===== config.mk =====
export PLATFORM = sky130hd
export DESIGN_NAME = dac_frame_scheduler
export DESIGN_NICKNAME = d
export VERILOG_FILES = /design/src/rtl/dac_frame_scheduler.sv
export SDC_FILE = /design/constraint.sdc
export NUM_CORES = 1
export LEC_CHECK = 0
export BUFFER_PORTS_ARGS = -buffer_cell sky130_fd_sc_hd__buf_2
export CAP_MARGIN = 25
export CORE_UTILIZATION = 57
export CTS_CLUSTER_DIAMETER = 200
export DETAILED_ROUTE_END_ITERATION = 7
export PLACE_DENSITY = 0.79
export SLEW_MARGIN = 20
export SYNTH_ARGS = -nofsm -noshare
export SYNTH_HDL_FRONTEND = slang
export SYNTH_SLANG_ARGS = --single-unit

===== constraint.sdc =====
create_clock -name clk -period 3.85 [get_ports clk]
set_input_delay 0.77 -clock clk [delete_from_list [all_inputs] [get_ports clk]]
set_output_delay 0.77 -clock clk [all_outputs]
set_load 0.005 [all_outputs]

===== src/rtl/dac_frame_scheduler.sv =====
// Frame scheduler for the dual octal-DAC I2C master: double-buffered amplitude
// bank, periodic frame launch, retry/timeout handling and status counters.
module dac_frame_scheduler #(
    parameter int unsigned CLK_DIV_W = 16,
    parameter int unsigned TIMEOUT   = 4096,
    parameter int unsigned MAX_RETRY = 3,
    parameter int unsigned GAP       = 4
) (
    input  logic                 clk,
    input  logic                 resetn,
    input  logic                 run,
    input  logic [CLK_DIV_W-1:0] frame_period,
    input  logic                 cfg_we,
    input  logic [3:0]           cfg_addr,
    input  logic [7:0]           cfg_wdata,
    output logic                 cfg_ready,
    input  logic                 commit,
    output logic [127:0]         dac_data,
    output logic                 i2c_enable,
    input  logic                 i2c_done,
    input  logic                 i2c_error,
    output logic                 busy,
    output logic                 fault,
    output logic [15:0]          frame_count,
    output logic [7:0]           err_count,
    output logic [7:0]           overrun_count
);

    localparam int unsigned TW = (TIMEOUT > 1) ? $clog2(TIMEOUT) : 1;
    localparam int unsigned RW = (MAX_RETRY > 0) ? $clog2(MAX_RETRY + 1) : 1;
    localparam int unsigned GW = (GAP > 1) ? $clog2(GAP) : 1;

    typedef enum logic [2:0] {
        StIdle,
        StWaitTick,
        StLaunch,
        StActive,
        StRetryGap,
        StFault
    } state_e;

    state_e               state_q, state_d;
    logic [127:0]         shadow_q, shadow_d;
    logic [127:0]         active_q, active_d;
    logic                 commit_pending_q, commit_pending_d;
    logic [CLK_DIV_W-1:0] count_q, count_d;
    logic [CLK_DIV_W-1:0] period_q, period_d;
    logic [TW-1:0]        to_q, to_d;
    logic [RW-1:0]        retry_q, retry_d;
    logic [GW-1:0]        gap_q, gap_d;
    logic                 enable_q, enable_d;
    logic                 busy_q, busy_d;
    logic                 fault_q, fault_d;
    logic [15:0]          frame_q, frame_d;
    logic [7:0]           err_q, err_d;
    logic [7:0]           ovr_q, ovr_d;

    logic [CLK_DIV_W-1:0] period_in;
    logic                 tick;
    logic                 busy_st;
    logic                 attempt_fail;
    logic                 leave_busy;

    assign period_in    = (frame_period < CLK_DIV_W'(2)) ? CLK_DIV_W'(2) : frame_period;
    assign tick         = run && (count_q == period_q - CLK_DIV_W'(1));
    assign busy_st      = (state_q == StLaunch) || (state_q == StActive) ||
                          (state_q == StRetryGap);
    assign attempt_fail = i2c_error || (to_q == TW'(TIMEOUT - 1));

    // Period counter; the period is re-sampled on every wrap and while held idle.
    always_comb begin
        count_d  = count_q;
        period_d = period_q;
        if (!run || tick) begin
            count_d  = '0;
            period_d = period_in;
        end else begin
            count_d = count_q + CLK_DIV_W'(1);
        end
    end

    always_comb begin
        state_d  = state_q;
        to_d     = to_q;
        retry_d  = retry_q;
        gap_d    = gap_q;
        frame_d  = frame_q;
        err_d    = err_q;
        ovr_d    = ovr_q;

        if (tick && busy_st && (ovr_q != 8'hFF)) begin
            ovr_d = ovr_q + 8'd1;
        end

        unique case (state_q)
            StIdle: begin
                if (run) state_d = StWaitTick;
            end
            StWaitTick: begin
                if (!run) begin
                    state_d = StIdle;
                end else if (tick) begin
                    state_d = StLaunch;
                end
            end
            StLaunch: begin
                to_d    = '0;
                state_d = StActive;
            end
            StActive: begin
                to_d = to_q + TW'(1);
                // Error wins over a coincident done.
                if (attempt_fail) begin
                    if (err_q != 8'hFF) err_d = err_q + 8'd1;
                    if (!run) begin
                        state_d = StIdle;
                        retry_d = '0;
                    end else if (retry_q < RW'(MAX_RETRY)) begin
                        retry_d = retry_q + RW'(1);
                        gap_d   = '0;
                        state_d = StRetryGap;
                    end else begin
                        state_d = StFault;
                    end
                end else if (i2c_done) begin
                    frame_d = frame_q + 16'd1;
                    retry_d = '0;
                    state_d = run ? StWaitTick : StIdle;
                end
            end
            StRetryGap: begin
                if (gap_q == GW'(GAP - 1)) begin
                    state_d = StLaunch;
                end else begin
                    gap_d = gap_q + GW'(1);
                end
            end
            StFault: begin
                if (!run) begin
                    state_d = StIdle;
                    retry_d = '0;
                end
            end
            default: state_d = StIdle;
        endcase

        enable_d = (state_d == StActive);
        busy_d   = (state_d == StLaunch) || (state_d == StActive) || (state_d == StRetryGap);
        fault_d  = (state_d == StFault);
    end

    // Shadow/active banks: the active bank only moves outside a frame.
    always_comb begin
        shadow_d         = shadow_q;
        active_d         = active_q;
        commit_pending_d = commit_pending_q;
        leave_busy       = ((state_q == StActive) || (state_q == StRetryGap)) &&
                           ((state_d == StWaitTick) || (state_d == StIdle) ||
                            (state_d == StFault));

        if (cfg_we && !commit_pending_q) begin
            shadow_d[{cfg_addr, 3'b000} +: 8] = cfg_wdata;
        end

        if (!busy_st) begin
            if (commit) active_d = shadow_d;
        end else if (commit || commit_pending_q) begin
            if (leave_busy) begin
                active_d         = shadow_d;
                commit_pending_d = 1'b0;
            end else begin
                commit_pending_d = 1'b1;
            end
        end
    end

    always_ff @(posedge clk or negedge resetn) begin
        if (!resetn) begin
            state_q          <= StIdle;
            shadow_q         <= '0;
            active_q         <= '0;
            commit_pending_q <= 1'b0;
            count_q          <= '0;
            period_q         <= CLK_DIV_W'(2);
            to_q             <= '0;
            retry_q          <= '0;
            gap_q            <= '0;
            enable_q         <= 1'b0;
            busy_q           <= 1'b0;
            fault_q          <= 1'b0;
            frame_q          <= '0;
            err_q            <= '0;
            ovr_q            <= '0;
        end else begin
            state_q          <= state_d;
            shadow_q         <= shadow_d;
            active_q         <= active_d;
            commit_pending_q <= commit_pending_d;
            count_q          <= count_d;
            period_q         <= period_d;
            to_q             <= to_d;
            retry_q          <= retry_d;
            gap_q            <= gap_d;
            enable_q         <= enable_d;
            busy_q           <= busy_d;
            fault_q          <= fault_d;
            frame_q          <= frame_d;
            err_q            <= err_d;
            ovr_q            <= ovr_d;
        end
    end

    assign cfg_ready     = !commit_pending_q;
    assign dac_data      = active_q;
    assign i2c_enable    = enable_q;
    assign busy          = busy_q;
    assign fault         = fault_q;
    assign frame_count   = frame_q;
    assign err_count     = err_q;
    assign overrun_count = ovr_q;

endmodule


==> key figures, run 1 <==
Drt
  • Total number of vias: 9245
  • Vias per cell: 5.58
  • Drt wl/cell: 19.0 um
  • Antenna viol nets, final: 0
  • DRT iter0 DRCs: 626
  • Drt total wl: 31400 um
  • Post-route DRC: 0
  • First drt pass iteration count: 7

Timing
  • Hold Vio Cnt, Final: 0
  • Worst-margin pin slew: about 800 ps
  • Fin. max-slew vios: 0
  • Crit share post-route: 83.5%
  • RSZ-0062 raised after global routing: no
  • Setup Skew: around 18 ps
  • Fmax: slightly above 0.3 GHz
  • Tmin final: 3210 ps
  • Max_slew headroom: 46.8%
  • Setup violators final: 0
  • Setup TNS: 0 ps

Synthesis
  • Synth Net Count: between 1000 and 1500
  • Post-synth cell types: 52
  • Mapped Cells: 1098
  • Post-synthesis sequential area ratio: approximately 60%
  • Syn Std Cell Area: 14300 um^2
  • Yosys warning count: 0
  • Syn avg cell area: 13.0 um^2
  • Ys async rst share: 100%
  • Post-synth EDFFs: 0
  • Most used DFF post-synth: dfrtp_1
  • #FFs+latches synth: 343

Critical path
  • Crit start category: flip-flop
  • CP endpoint kind: flip-flop
  • Crit path largest cell delay: around 500 ps
  • Crit-path max FO: 32
  • Crit path DAT: 3610 ps
  • Crit-path cells: inv_1 -> ha_1 -> or4b_1 -> nor4b_1 -> nor3_1 -> o21ai_0 -> a2111oi_4 -> a21oi_4 -> buf_4 -> mux2_2
  • Slowest CP cell: or4b_1
  • Setup CP Type: reg -> reg
  • CP bufs+invs: 2
  • Delay-heaviest family, CP: simple AND/OR/NAND/NOR gates
  • Critical Path RT: 4250 ps

Die
  • Top Ports: 199
  • Core area: 24500 um^2
  • Die outline height: about 160 um
  • Die X: 161 um
  • Rows: 57
  • Initial core utilization: 58.6%
  • DIE AREA: 25800 um^2

Power
  • Static Leak: roughly 0.0085 uW
  • Sw frac: 25.4%
  • NetSw: approximately 2500 uW
  • Clock Power Share: 36.4%
  • Maximum VDD drop: 0.406 mV
  • PwrDens: approximately 570 nW/um^2
  • Cell-internal power: between 7000 and 8000 uW
  • Power, Total: 9710 uW
  • Logic pwr share: 16.0%
  • Flop pwr share: between 40% and 50%

Status
  • Status: finished clean

Layout
  • Share of cells above drive strength 1: between 30% and 40%
  • Total area of sequential cells: 8580 um^2
  • Most common cell after layout, fill and taps aside: dfrtp_1
  • # nets final: 1352
  • Area grow syn2layout: 18.6%
  • Most frequent cells in the layout: 342 x dfrtp_1, 229 x mux2_2, 197 x buf_2, 105 x nand2_1
  • Ant. Diodes: 0
  • Multi-input logic area: 5500 um^2
  • Fill cells: roughly 1800

Clock network
  • Clock Tree Buf Depth: 3
  • CTS H-tree lvls: 2
  • Clock transition at path regs: roughly 60 ps
  • Setup Buffers After CTS: 0
  • CTS Buf Count: 36
  • Cts hold-fix bufs: 0
  • Root buffer cell: clkbuf_16
  • Worst skew pair latency: 520 ps
  • CTS tree: done
  • CTS sink count: 343
  • Resized Gates After CTS: 0

Run
  • Max-Cap Viols: 0

Global routing
  • Vias in the first global route: 9405
  • First-pass GRT wire length: roughly 50000 um
  • GRT overflow: 0
  • Initial antenna violation count: 1
  • GRT Total Usage: 25.1%
  • Largest net degree at the start of global routing: 94

Place
  • Post-DP HPWL: 21500 um
  • Routability Congestion: roughly 0.86
  • Port-buffer cells: ~200

Hold path
  • Min-delay worst type: in -> async
==> synthesized netlist by cell type, types with 2 or more instances <==
master     number  share of area (%)
a21o_1          3               0.16
a21oi_1        11               0.38
a22o_1          2               0.12
a31oi_1         5               0.22
a32o_1          2               0.14
a41o_1          3               0.21
a41oi_1         2               0.12
and2_1         21               0.92
and3_1         13               0.57
and3b_1         2               0.12
and4_1          5               0.31
buf_1           3              0.079
buf_2          12               0.42
buf_6           3               0.24
clkbuf_1       26               0.68
dfrtp_1       342                 60
ha_1           11               0.96
inv_1          15               0.39
mux2_2        229                 18
mux2_4         12                1.3
mux2i_1         5               0.35
nand2_1       105                2.8
nand2b_1        3               0.13
nand3_1        32                1.1
nand4_1        16               0.70
nor2_1         42                1.1
nor2b_1         8               0.35
nor3_1         15               0.52
nor4_1          8               0.35
o21ai_0        49                1.7
o221ai_1        2               0.12
o22ai_1         2              0.087
o2bb2ai_1       2               0.12
o31ai_1         3               0.16
or3_1           2              0.087
xnor2_1        49                3.0
xor2_1         18                1.1
==> state kept, by name, summed over array words and instances, names as in the netlist <==
register,count
err_count,8
gap_q,2
fault,1
dac_data,128
frame_count,16
commit_pending_q,1
count_q,16
retry_q,2
i2c_enable,1
busy,1
to_q,12
overrun_count,8
period_q,16
shadow_q,128
state_q,3
==> per-stage QoR <==
step	std cells	util, %	area (um^2)	worst slack, ps	hold slack, ps
floorplan	1098	-	14300	891	449
global placement	1592	64.5	15800	722	456
detailed placement	1592	64.5	15800	679	467
CTS	1657	69.5	17000	662	293
global route	1657	69.5	17000	457	335
finish	1657	69.5	17000	635	289
==> cell families (layout without fill, tap and decap cells) <==
family / count (synthesis) / in the layout / share of synthesized area, %
muxes: 246 / 246 / 19.6
AOI/OAI and AO/OA: 95 / 95 / 4.28
DFF: 343 / 343 / 59.9
and+or+nand+nor: 277 / 277 / 9.34
xor gates and xnor gates: 67 / 67 / 4.10
adders and majority gates: 11 / 11 / 0.961
buffers and inverters: 59 / 294 / 1.81
==> path summary, 6_finish.rpt <==
kind	cells after the start	slack, ps	from	to
worst max-delay path	10	640	period_q[0]	period_q[15]
worst min-delay path	1	290	resetn	shadow_q[101]
worst max register to register	10	640	period_q[0]	period_q[15]
worst min register to register	1	470	frame_count[15]	frame_count[15]
max in group asynchronous	2	2660	resetn	frame_count[2]
min in group clk	1	470	frame_count[15]	frame_count[15]
==> per-layer routing <==
metal  GRT usage (%)  share of wire (%)  up-vias  routed length (um)
li1                -                  -     4281                   -
met1            34.0                 43     4641               13500
met2            40.2                 48      266               15100
met3            5.48                6.4       57                2000
met4            8.87                2.6        0                 818
met5               0                  0        -                   0
==> area by class of cell <==
class	instances	share of cell area [%]
repair buffers	214	7.19
flip-flops and latches	343	50.5
clock inverters	16	1.03
multi-input cells	696	32.4
inverters	15	0.331
clock buffers	49	6.19
well taps	324	2.39
==> power groups by stage <==
stage	Clock (uW)	Combinational (uW)	Sequential [uW]
floorplan	0	859	4620
global placement	0	1510	4640
detailed placement	0	1570	4670
CTS	3590	1580	4620
global route	3740	1720	4690
finish	3530	1560	4620
Note: power is estimated with default switching activity, not from simulation.
==> run 2, diff against run 1 <==
ABC_AREA = 1   (was not set)
CORE_UTILIZATION = 58   (was 57)
PLACE_DENSITY = 0.8   (was 0.79)
clock period = 3.3 ns   (was 3.85 ns; I/O delays follow)
==> run 2 against run 1 <==
Compared with the run above:
- cell area increased by 1.5%
- combinational power increased by 40%
- count of clock-buffer cells in the layout decreased by 3
- largest cell class unchanged
==> key figures, run 2 <==
Die
  • Top Ports: 199 (unchanged)
  • Die outline height: 162 um (+1.1%)
  • Die X: 162 um (+1.1%)
  • DIE AREA: 26300 um^2 (+2.2%)
  • Rows: 58 (+1.8%)
  • Initial core utilization: 59.2% (+0.62 points)
  • Core area: 25200 um^2 (+2.9%)

Layout
  • # nets final: 1896 (+40%)
  • Most common cell after layout, fill and taps aside: nand2_1
  • Most frequent cells in the layout: 518 x nand2_1, 342 x dfrtp_1, 197 x buf_2, 184 x nand3_1, 115 x o21ai_0
  • Share of cells above drive strength 1: 17.3% (-22 points)
  • Area grow syn2layout: 15.7%

Critical path
  • CP Launch Point: to_q[0]
  • Cells on worst reg2reg path: 16 (+6)
  • Critical Path RT: 3750 ps (-500 ps)
  • Top cell by count, worst path: nand2_1
  • Setup CP Type: reg -> reg
  • Slowest CP cell: buf_4
  • Crit path DAT: 3290 ps (-320 ps)
  • Worst Setup EP: dac_data[105]
  • Delay-heaviest family, CP: simple AND/OR/NAND/NOR gates
  • Crit-path cells: ha_1 -> nand2_1 -> inv_2 -> nand2_1 -> nor2_2 -> inv_2 -> nor2_2 -> nand3_1 -> nand2_1 -> inv_1 -> nand2_2 -> nand4_2 -> nand4_4 -> buf_4 -> nand3_1 -> nand2_1
  • Worst reg2reg endpoint: dac_data[105]
  • Crit start category: flip-flop
  • Critical path depth in cells: 16 (+6)
  • Flop2flop setup slack: 470 ps (-170 ps)
  • Reg-to-Reg Start: to_q[0]
  • CP endpoint kind: flip-flop
  • CP bufs+invs: 4 (+2)
  • Crit-path max FO: 41 (+28%)
  • Crit path largest cell delay: 430 ps (-80 ps)

Timing
  • Fmax: 0.353 GHz (+13%)
  • Setup Skew: 16.9 ps (-1.01 ps)
  • Worst-margin pin slew: 785 ps (-13.1 ps)
  • Crit share post-route: 85.8% (+2.3 points)
  • RSZ-0062 raised after global routing: no
  • Max_slew headroom: 47.5% (+0.68 points)
  • Hold Vio Cnt, Final: 0 (unchanged)
  • Fin. max-slew vios: 0 (unchanged)
  • WHS: 133 ps (-156 ps)
  • Tmin final: 2830 ps (-382 ps)
  • Fin worst setup slack: 467 ps (-168 ps)
  • Setup TNS: 0 ps (unchanged)
  • Setup violators final: 0 (unchanged)

Synthesis
  • Syn avg cell area: 8.98 um^2 (-31%)
  • Yosys warning count: 0 (unchanged)
  • Count leader, synth: nand2_1
  • Ys async rst share: 100% (unchanged)
  • Mapped Cells: 1660 (+51%)
  • Most used DFF post-synth: dfrtp_1
  • Commonest cells post-synth: 519 x nand2_1, 342 x dfrtp_1, 184 x nand3_1
  • Post-synthesis sequential area ratio: 57.6% (-2.3 points)
  • Top-area cell type share of the netlist area: 57.4% (-2.3 points)
  • #FFs+latches synth: 343 (unchanged)
  • Post-synth cell types: 50 (-3.8%)
  • Post-synth EDFFs: 0 (unchanged)
  • Area contributors post-synth: dfrtp_1 57%, nand2_1 13%, nand3_1 6.2%
  • Cell taking the most area after synthesis: dfrtp_1
  • Syn Std Cell Area: 14900 um^2 (+4.0%)
  • Synth Net Count: 1706 (+49%)

Place
  • Routability Congestion: 0.930 (+8.4%)
  • Port-buffer cells: 198 (unchanged)
  • Worst slack, placed: 171 ps (-507 ps)
  • Post-DP HPWL: 24500 um (+14%)

Power
  • Cell-internal power: 8270 uW (+14%)
  • Power, Total: 11700 uW (+20%)
  • Flop pwr share: 48.9% (+1.4 points)
  • Clock Power Share: 32.4% (-4.0 points)
  • Logic pwr share: 18.7% (+2.7 points)
  • PwrDens: 676 nW/um^2 (+18%)
  • NetSw: 3380 uW (+37%)
  • Sw frac: 29.0% (+3.6 points)
  • Maximum VDD drop: 0.387 mV (-4.7%)
  • Static Leak: 0.00918 uW (+8.2%)

Global routing
  • Met1 Use GR: 40.3% (+6.2 points)
  • GRT Total Usage: 28.7% (+3.6 points)
  • Initial antenna violation count: 1 (unchanged)
  • Grt met2 use: 45.7% (+5.5 points)
  • GR peak layer: met2
  • First-pass GRT wire length: 60000 um (+18%)
  • GRT overflow: 0 (unchanged)
  • GR Layer Usage met3: 4.98% (-0.50 points)
  • Largest net degree at the start of global routing: 90 (-4.3%)
  • Vias in the first global route: 11700 (+24%)

Clock network
  • CTS sink count: 343 (unchanged)
  • Worst skew pair latency: 520 ps (about the same)
  • Resized Gates After CTS: 0 (unchanged)
  • CTS H-tree lvls: 2 (unchanged)
  • CTS tree: done
  • Clock Tree Buf Depth: 3 (unchanged)
  • CTS Buf Count: 35 (-2.8%)
  • Setup Buffers After CTS: 0 (unchanged)
  • Cts hold-fix bufs: 0 (unchanged)
  • Root buffer cell: clkbuf_16
  • Clock transition at path regs: 60 ps (about the same)

Drt
  • Drt wl/cell: 16.9 um (-11%)
  • Antenna viol nets, final: 0 (unchanged)
  • Post-route DRC: 0 (unchanged)
  • First drt pass iteration count: 5 (-2)
  • Vias per cell: 5.55 (-0.47%)
  • DRT iter0 DRCs: 1078 (+72%)
  • Total number of vias: 12200 (+32%)
  • Drt total wl: 37100 um (+18%)

Run
  • Max-Cap Viols: 0 (unchanged)

Hold path
  • Min-delay worst type: in -> async

Status
  • Status: finished clean
==> run 2: changes by cell type after synthesis, moves of 16 or more <==
cell | before | now
inv_1 | 15 | 100
a21oi_1 | 11 | 33
nor3_1 | 15 | 31
xor2_1 | 18 | 35
xnor2_1 | 49 | 16
o21ai_0 | 49 | 115
nand2_1 | 105 | 519
and2_1 | 21 | 0
nand3_1 | 32 | 184
mux2_2 | 229 | 11
nor2_1 | 42 | 97
==> run 2: power by group through the flow <==
| stage | registers, uW | logic [uW] | clock network [uW] |
|---|---|---|---|
| 2_1_floorplan | 5670 | 1200 | 0 |
| 3_3_place_gp | 5720 | 2070 | 0 |
| 3_5_place_dp | 5750 | 2160 | 0 |
| 4_1_cts | 5690 | 2190 | 3840 |
| 5_1_grt | 5790 | 2480 | 4000 |
| 6_report | 5710 | 2180 | 3780 |
==> run 2: final cells by class <==
cell class / count / area, um^2
flip-flops and latches: 343 / 8580
fillers: 1951 / 7930
multi-input cells: 1139 / 5510
repair buffers: 218 / 1240
clock buffers: 46 / 957
inverters: 113 / 429
well taps: 330 / 413
clock inverters: 10 / 111
diodes: 1 / 2.50
==> run 2: layer usage <==
layer | wire length, um | share of wire [%]
met1 | 15800 | 43
met2 | 17700 | 48
met5 | 0 | 0
met3 | 2640 | 7.1
met4 | 1010 | 2.7
==> run 2: worst min path at each step <==
| stage | end | startpoint | slack (ps) | depth (start not counted) |
|---|---|---|---|---|
| 2_1_floorplan | busy | resetn | 360 | 0 |
| 3_3_place_gp | frame_count[15] | frame_count[15] | 460 | 1 |
| 3_5_place_dp | shadow_q[91] | shadow_q[91] | 460 | 2 |
| 4_1_cts | frame_count[12] | resetn | 180 | 1 |
| 5_1_grt | frame_count[12] | resetn | 190 | 1 |
| 6_report | frame_count[12] | resetn | 130 | 1 |
==> run 2: worst reg2reg max path, delay by kind of cell (launching register included) <==
family | cells | cell delay [ps]
fa+ha+maj | 1 | 190
simple gates | 11 | 1520
buf+inv | 4 | 690
flops | 1 | 390
==> run 2: through the flow <==
stage                     instances  instance area (um^2)  util (%)
after global placement         2143                 16200      64.2
after floorplan                1660                 14900         -
after global routing           2200                 17200      68.5
after detailed placement       2143                 16200      64.2
after CTS                      2199                 17200      68.5
final                          2200                 17200      68.5
==> run 2: logic make-up (layout without fill, tap and decap cells) <==
logic type / after synthesis / after routing / synth area share [%]
simple gates: 890 / 890 / 25.8
mux: 11 / 11 / 0.831
flops: 343 / 343 / 57.6
buf+inv: 178 / 387 / 5.51
other cells: 0 / 1 / 0
fa+ha+maj: 11 / 11 / 0.923
compound gates: 175 / 175 / 6.26
xor+xnor: 52 / 52 / 3.11
